--- config.mk ---
export PLATFORM = sky130hd
export DESIGN_NAME = bcd_serial_adder
export DESIGN_NICKNAME = d
export VERILOG_FILES = /design/src/rtl/bcd_serial_adder.sv
export SDC_FILE = /design/constraint.sdc
export NUM_CORES = 1
export LEC_CHECK = 0
export CORE_MARGIN = 2
export CORE_UTILIZATION = 48
export DETAILED_ROUTE_END_ITERATION = 7
export GPL_TIMING_DRIVEN = 1
export HOLD_SLACK_MARGIN = 0.15
export MAX_ROUTING_LAYER = met4
export PLACE_DENSITY = 0.76
export SLEW_MARGIN = 20
export SYNTH_ARGS = -nofsm -noshare
export SYNTH_HDL_FRONTEND = slang
export SYNTH_SLANG_ARGS = --single-unit
export TNS_END_PERCENT = 100
--- constraint.sdc ---
create_clock -name clk -period 3.9 [get_ports clk]
set_input_delay 0.975 -clock clk [delete_from_list [all_inputs] [get_ports clk]]
set_output_delay 0.975 -clock clk [all_outputs]
set_load 0.02 [all_outputs]
--- src/rtl/bcd_serial_adder.sv ---
// Serial multi-digit BCD adder/subtractor with a start/busy/done handshake.
// One digit is resolved per clock, least significant first. Operands are
// screened for non-decimal digits at accept time, and such operands
// short-circuit straight to the result state.

// Flags a single BCD digit that is outside 0..9.
module bcd_digit_chk (
  input  logic [3:0] d,
  output logic       bad
);
  assign bad = (d > 4'd9);
endmodule

// One decimal digit slice. In subtract mode b is nine's-complemented, and the
// initial carry of 1 turns that into ten's complement.
module bcd_digit_add (
  input  logic [3:0] a,
  input  logic [3:0] b,
  input  logic       sub,
  input  logic       ci,
  output logic [3:0] s,
  output logic       co
);
  logic [3:0] bp;
  logic [4:0] raw;

  // The raw digit sum is at most 9+9+1 = 19, so a single -10 correction is enough.
  always_comb begin
    bp  = sub ? (4'd9 - b) : b;
    raw = {1'b0, a} + {1'b0, bp} + {4'b0, ci};
    if (raw > 5'd9) begin
      s  = 4'(raw - 5'd10);
      co = 1'b1;
    end else begin
      s  = raw[3:0];
      co = 1'b0;
    end
  end
endmodule

module bcd_serial_adder #(
  parameter int DIGITS = 4
) (
  input  logic                  clk,
  input  logic                  rst,
  input  logic                  start,
  input  logic                  sub,
  input  logic [4*DIGITS-1:0]   a,
  input  logic [4*DIGITS-1:0]   b,
  input  logic                  cin,
  output logic                  busy,
  output logic                  done,
  output logic [4*DIGITS-1:0]   sum,
  output logic                  cout,
  output logic                  invalid
);
  localparam int IW = (DIGITS > 1) ? $clog2(DIGITS) : 1;

  typedef enum logic [1:0] {IDLE, ADD, DONE} state_t;

  typedef struct packed {
    logic [DIGITS-1:0][3:0] a;
    logic [DIGITS-1:0][3:0] b;
    logic                   sub;
  } opnd_t;

  state_t                 state, state_nxt;
  opnd_t                  op_q;
  logic                   carry_q;
  logic [IW-1:0]          idx_q;
  logic [DIGITS-1:0][3:0] work_q, work_nxt;
  logic [DIGITS-1:0]      bad_a, bad_b;
  logic                   any_bad;
  logic                   last;
  logic [3:0]             dig;
  logic                   dco;

  // Per-digit range checks on the live inputs; they only matter at the accept edge.
  genvar g;
  generate
    for (g = 0; g < DIGITS; g++) begin : g_chk
      bcd_digit_chk u_chk_a (.d(a[4*g +: 4]), .bad(bad_a[g]));
      bcd_digit_chk u_chk_b (.d(b[4*g +: 4]), .bad(bad_b[g]));
    end
  endgenerate

  assign any_bad = |{bad_a, bad_b};
  assign last    = (idx_q == IW'(DIGITS - 1));

  // One shared digit slice walks across the latched operands.
  bcd_digit_add u_add (
    .a  (op_q.a[idx_q]),
    .b  (op_q.b[idx_q]),
    .sub(op_q.sub),
    .ci (carry_q),
    .s  (dig),
    .co (dco)
  );

  // Working register with the current digit merged in; the final merge goes straight to sum.
  always_comb begin
    work_nxt        = work_q;
    work_nxt[idx_q] = dig;
  end

  // State register.
  always_ff @(posedge clk or posedge rst) begin
    if (rst) state <= IDLE;
    else     state <= state_nxt;
  end

  // Next-state logic; start is only looked at in IDLE, so requests during ADD/DONE are dropped.
  always_comb begin
    state_nxt = state;
    case (state)
      IDLE:    if (start) state_nxt = any_bad ? DONE : ADD;
      ADD:     if (last)  state_nxt = DONE;
      DONE:    state_nxt = IDLE;
      default: state_nxt = IDLE;
    endcase
  end

  assign busy = (state == ADD);
  assign done = (state == DONE);

  // Datapath: latch the operands on accept, ripple one digit per ADD cycle, and publish results on entry to DONE.
  always_ff @(posedge clk or posedge rst) begin
    if (rst) begin
      op_q    <= '0;
      carry_q <= 1'b0;
      idx_q   <= '0;
      work_q  <= '0;
      sum     <= '0;
      cout    <= 1'b0;
      invalid <= 1'b0;
    end else begin
      case (state)
        IDLE: begin
          if (start) begin
            op_q.a   <= a;
            op_q.b   <= b;
            op_q.sub <= sub;
            carry_q  <= sub ? 1'b1 : cin;
            idx_q    <= '0;
            work_q   <= '0;
            if (any_bad) begin
              sum     <= '0;
              cout    <= 1'b0;
              invalid <= 1'b1;
            end else begin
              invalid <= 1'b0;
            end
          end
        end
        ADD: begin
          work_q  <= work_nxt;
          carry_q <= dco;
          idx_q   <= idx_q + 1'b1;
          if (last) begin
            sum  <= work_nxt;
            cout <= dco;
          end
        end
        default: ;
      endcase
    end
  end
endmodule

Word level (Yosys, flattened, before mapping)
Index checks and enable logic that the tools add are counted.
W data, S select, Z words.
{"block": "op_classes", "magnitude_cmp": 11, "eq_ne": 6, "reduce_logical": 8, "muxes": 30, "add_sub_neg": 5}
{"cell": "$mux W16", "count": 4}
{"cell": "$pmux W16 S2", "count": 2}
{"cell": "$gt A4 B4 Y1 const B", "count": 8}
{"cell": "$mux W4", "count": 5}
{"cell": "$bmux W4 S2", "count": 2}
{"cell": "$bwmux W16", "count": 1}
{"cell": "$demux W4 S2", "count": 1}
{"cell": "$mux W2", "count": 4}
{"cell": "$pmux W2 S2", "count": 2}
{"cell": "$reduce_or A8 Y1", "count": 1}
{"cell": "$mux W1", "count": 7}
{"cell": "$reduce_and A2 Y1", "count": 3}
{"cell": "$add A4 B4 Y5", "count": 1}
{"cell": "$add A5 B1 Y5", "count": 1}
{"cell": "$gt A5 B4 Y1 const B", "count": 1}
{"cell": "$eq A2 B2 Y1 const B", "count": 2}
{"cell": "$ne A2 B2 Y1 const B", "count": 2}
{"cell": "$pmux W1 S2", "count": 2}
{"cell": "$reduce_and A4 Y1", "count": 1}
{"cell": "$sub A4 B4 Y4 const A", "count": 1}
{"cell": "$sub A4 B4 Y4 const B", "count": 1}
{"cell": "$lt A2 B3 Y1 const B", "count": 1}
{"cell": "$add A2 B1 Y2 const B", "count": 1}
{"cell": "$eq A2 B1 Y1 const B", "count": 1}
{"cell": "other kinds (5)", "count": 5}
{"block": "word_totals", "inputBits": 37, "elab_cells": 79, "ff_bits": 72}

Logic depth before layout (Yosys ltp)
{"block": "depth", "depth_word": 11, "mapped_depth": 16, "ltp_nobuf": 13}

Modules after synthesis
Synthesis repeated with hierarchy kept, for this count alone.
{"block": "unflattened", "hier_cells": 269, "hier_area_um2": 3314.4}
{"module": "bcd_serial_adder", "instances": 1, "area_per_inst_um2": 2976.6, "cells_per_inst": 226}
{"module": "bcd_digit_add", "instances": 1, "area_per_inst_um2": 277.8, "cells_per_inst": 35}
{"module": "bcd_digit_chk", "instances": 8, "area_per_inst_um2": 7.5, "cells_per_inst": 1}

Least setup slack after synthesis
No wires, ideal clock.
{"block": "synth_path", "path_type": "register to register", "start": "register idx_q[0]", "end": "register sum[13]", "stages_incl_launch_ff": 16, "path_slack_ns": -0.197, "period_less_slack_ns": 4.097, "arrival_time_ns": 3.971, "path_cell_list": "dfrtp_1 > buf_1 > mux4_2 > xnor2_1 > fa_1 > inv_1 > fa_1 > clkbuf_1 > clkinv_1 > ha_1 > a22oi_1 > and3_1 > buf_6 > or2_1 > buf_6 > a221o_1"}
{"block": "synth_via", "elab_chain_len": 11}
{"item": "start: declaration", "line": "70", "text": "logic [IW-1:0] idx_q;"}
{"item": "start signal: assignment", "line": "158", "text": "idx_q <= idx_q + 1'b1;"}
{"item": "$bmux W4 S2", "line": "93", "text": ".b (op_q.b[idx_q]),"}
{"item": "$mux W4 (implied by the code)", "line": "93"}
{"item": "$sub A4 B4 Y4", "line": "29", "text": "bp = sub ? (4'd9 - b) : b;"}
{"item": "$mux W4", "line": "29"}
{"item": "$add A4 B4 Y5", "line": "30", "text": "raw = {1'b0, a} + {1'b0, bp} + {4'b0, ci};"}
{"item": "$add A5 B1 Y5", "line": "30"}
{"item": "$sub A4 B4 Y4 / $gt A5 B4 Y1 (equally long branches)", "line": "32, 31"}
{"item": "$mux W4", "line": "31", "text": "if (raw > 5'd9) begin"}
{"item": "$bwmux W16", "line": "103", "text": "work_nxt[idx_q] = dig;"}
{"item": "$mux W16", "line": "159", "text": "if (last) begin"}
{"item": "$pmux W16 S2", "line": "137", "text": "case (state)"}
{"item": "end signal: assignment", "line": "160", "text": "sum <= work_nxt;"}
{"item": "end: declaration", "line": "53", "text": "output logic [4*DIGITS-1:0] sum,"}
Parallel ways exist; a longest one is shown, timed or not. The select of a mux whose other input is x is not followed.
A chain may end at the register's enable or synchronous reset.

Worst setup path after layout
{"block": "layout_path", "start": "register idx_q[0]", "end": "register work_q[10] (netlist bit)"}
{"block": "layout_via", "elab_chain_len": 10}
{"item": "$bmux W4 S2", "line": "93"}
{"item": "$mux W4 (implied by the code)", "line": "93"}
{"item": "$sub A4 B4 Y4", "line": "29"}
{"item": "$mux W4", "line": "29"}
{"item": "$add A4 B4 Y5", "line": "30"}
{"item": "$add A5 B1 Y5", "line": "30"}
{"item": "$sub A4 B4 Y4 / $gt A5 B4 Y1 (equally long branches)", "line": "32, 31"}
{"item": "$mux W4", "line": "31"}
{"item": "$bwmux W16 *", "line": "103"}
{"item": "$pmux W16 S2 *", "line": "137"}
{"item": "end signal: assignment", "line": "156", "text": "work_q <= work_nxt;"}
{"item": "end: declaration", "line": "71", "text": "logic [DIGITS-1:0][3:0] work_q, work_nxt;"}
Every way passes the cells marked *; elsewhere a longest branch is shown, timed or not. The select of a mux whose other input is x is not followed.

==> results.yml <==
yosys:
  synthArstFlopShare_pct: 100
  syn_nets: 355
  synth_ff_type: "dfrtp_1"
  avgSynthCellArea_um2: 11.4
  netlist_area_um2: 3500
  syn_inst: 307
  synth_edf_count: 0
  yosysSeqAreaShare_pct: 48.6
  synth.distinct_cells: 49
  ys_seq_elements: 68
  ys.warnings.count: 0
global_routing:
  track_usage_pct: 23.0
  antenna_found_initial: 0
  grt_overflow: 0
  grt_pass1_vias: 2654
  grt_max_degree: 29
  grt_pass1_wl_um: 13300
clock_tree:
  cts_buffers: 9
  postCtsHoldBufs: 0
  cts_tree: "yes"
  cts-resized-gates: 0
  cts_root_buf: "clkbuf_8"
  htree_levels: 3
  clk_latency_ns: 0.36
  numClockSinks: 68
  post-cts-setup-buffers: 0
  clk_pin_slew_ns: 0.08
  clockBufferDepth: 2
sta:
  tightest_slew_ns: 0.754
  rsz0062_at_grt: "false"
  fin_ws_ns: 0.311
  period_share_pct: 92.0
  max_freq_mhz: 279
  fin_worst_skew_ns: 0.00897
  setup_tns_ns: 0
  hold_ws_ns: 0.479
  finalSetupViolCount: 0
  finalCriticalPeriod_ns: 3.59
  maxSlewHeadroom_pct: 49.2
  hold_viol: 0
  finalMaxSlewViolations: 0
placed_design:
  hpwlAfterDp_um: 5800
  gp_congestion: 0.871
  postPlaceCellArea_um2: 4180
  post-place-ws_ns: 0.134
  portBuffers: 56
floorplan:
  fp-row-count: 31
  ios: 57
  die-height_um: 89.4
  initial_core_util_pct: 49.0
  die_w_um: 89.4
  coreArea_um2: 7140
  dieArea_um2: 7990
cells_and_area:
  layout_commonest_cell: "dfrtp_1"
  seq_area_um2: 1700
  final_cell_mix: "dfrtp_1, clkdlybuf4s50_1, mux2_2"
  multi_input_area_um2: 1650
  fin_area_um2: 4440
  synthToLayoutAreaGrowth_pct: 26.8
  nets: 413
  n_antenna_cell: 0
  drive_above_1_share_pct: 22.4
  fillerInstances: 596
drt:
  viasPerCell: 5.71
  dr.pass1.iters: 7
  antenna_left: 0
  post_drt_wl_per_cell_um: 17.4
  totalWireLength_um: 8150
  drc: 0
  drtIter0Drc: 211
  vias: 2676
run:
  cap_violations: 0
worst_setup_path:
  critPathRequiredTime_ns: 4.17
  cp_cell_sequence: "buf_4, mux4_2, inv_1, fa_1, inv_1, fa_1, xor2_1, inv_1, ha_1, a22oi_1, o31a_1, nand3_1, o31ai_1"
  r2r_slack_ns: 0.31
  cp_num_buf_inv: 4
  reg2reg_to: "work_q[10]"
  cp_max_fo: 9
  critPathMaxStageDelay_ns: 0.50
  regToRegStartpoint: "idx_q[0]"
  cpMostUsedCell: "inv_1"
  critPathCaptureType: "flip-flop"
  arrival_ns: 3.86
  critPathLaunchType: "flip-flop"
  path_class: "flip-flop to flip-flop"
  r2r_cells: 13
  critPathSlowestCell: "mux4_2"
  critPathTopFamily: "adder cells"
worst_hold_path:
  hp-class: "flip-flop to flip-flop"
  hold_start: "work_q[10]"
  hold_end: "work_q[10]"
  hold_depth: 2
power_and_ir_drop:
  p_leak_nw: 1.85
  power.density_nw_per_um2: 544
  p_int_mw: 1.58
  combPwrFrac_pct: 35.8
  pwr-share-seq_pct: 34.3
  swShare_pct: 34.7
  ir_drop_v: 0.000391
  p_sw_uw: 839
  clockPowerShare_pct: 29.9
status:
  status: "finished, final reports clean"
-- synthesized netlist by cell type (7+ instances only) --
| library cell | count | share of area, % |
|---|---|---|
| dfrtp_1 | 68 | 49 |
| mux2_2 | 34 | 11 |
| o21ai_0 | 25 | 3.6 |
| nand2_1 | 19 | 2.0 |
| clkbuf_1 | 15 | 1.6 |
| inv_1 | 15 | 1.6 |
| nand3_1 | 13 | 1.9 |
| ha_1 | 9 | 3.2 |
| mux4_2 | 8 | 5.1 |
| nor2_1 | 8 | 0.86 |
| o31ai_1 | 8 | 1.7 |
| o211ai_1 | 7 | 1.5 |
-- state kept, by name, indices dropped and copies added, names as in the netlist --
register,cells
invalid,1
carry_q,1
state,2
work_q,12
idx_q,2
cout,1
sum,16
op_q,33
-- cell families (layout without fill, tap and decap cells) --
logic type,after synthesis,count (layout),share of synthesized area (%)
compound gates,75,75,14.8
simple gates,69,69,10.2
flops,68,68,48.6
mux,44,44,16.7
buf+inv,37,100,4.65
fa+ha+maj,11,11,4.36
xor+xnor,3,3,0.751
-- routing by layer --
layer / global-route usage, % / vias up / wire length (µm)
li1: - / 1246 / -
met1: 29.4 / 1336 / 3560
met2: 37.5 / 82 / 4120
met3: 2.77 / 12 / 359
met4: 8.82 / 0 / 104
met5: - / - / 0
-- power by group through the flow --
| stage | clock network (mW) | logic (mW) | registers, mW |
|---|---|---|---|
| global route | 0.761 | 0.964 | 0.834 |
| global placement | 0 | 0.816 | 0.833 |
| floorplan | 0 | 0.668 | 0.816 |
| finish | 0.722 | 0.865 | 0.828 |
| CTS | 0.730 | 0.846 | 0.826 |
| detailed placement | 0 | 0.839 | 0.837 |
-- worst max path at each step --
stage / startpoint / to / slack [ns] / cells after the start
finish: idx_q[0] / work_q[10] / 0.31 / 13
global route: idx_q[0] / work_q[10] / 0.02 / 12
CTS: idx_q[0] / work_q[5] / 0.10 / 13
detailed placement: idx_q[0] / sum[1] / 0.13 / 12
global placement: idx_q[0] / sum[1] / 0.34 / 13
floorplan: idx_q[0] / sum[13] / 0.02 / 15
-- through the flow --
step	power (mW)	util, %	std cells
finish	2.42	62.2	469
global placement	1.65	58.6	453
global route	2.56	62.2	469
CTS	2.40	62.1	469
floorplan	1.48	-	307
detailed placement	1.68	58.6	453
-- worst register-to-register path: stages, from the launching register on --
cell	delay [ns]
dfrtp_2	0.45
buf_4	0.21
mux4_2	0.50
inv_1	0.08
fa_1	0.17
inv_1	0.05
fa_1	0.40
xor2_1	0.28
inv_1	0.12
ha_1	0.23
a22oi_1	0.28
o31a_1	0.17
nand3_1	0.27
o31ai_1	0.28
-- layout make-up --
cell class	instances	share of cell area, %
sequential	68	38.4
multi-input combinational	202	37.2
timing repair buffer	68	14.7
clock buffer	10	3.10
tap	99	2.79
clock inverter	6	2.51
inverter	16	1.35
Note: power is estimated with default switching activity, not from simulation.
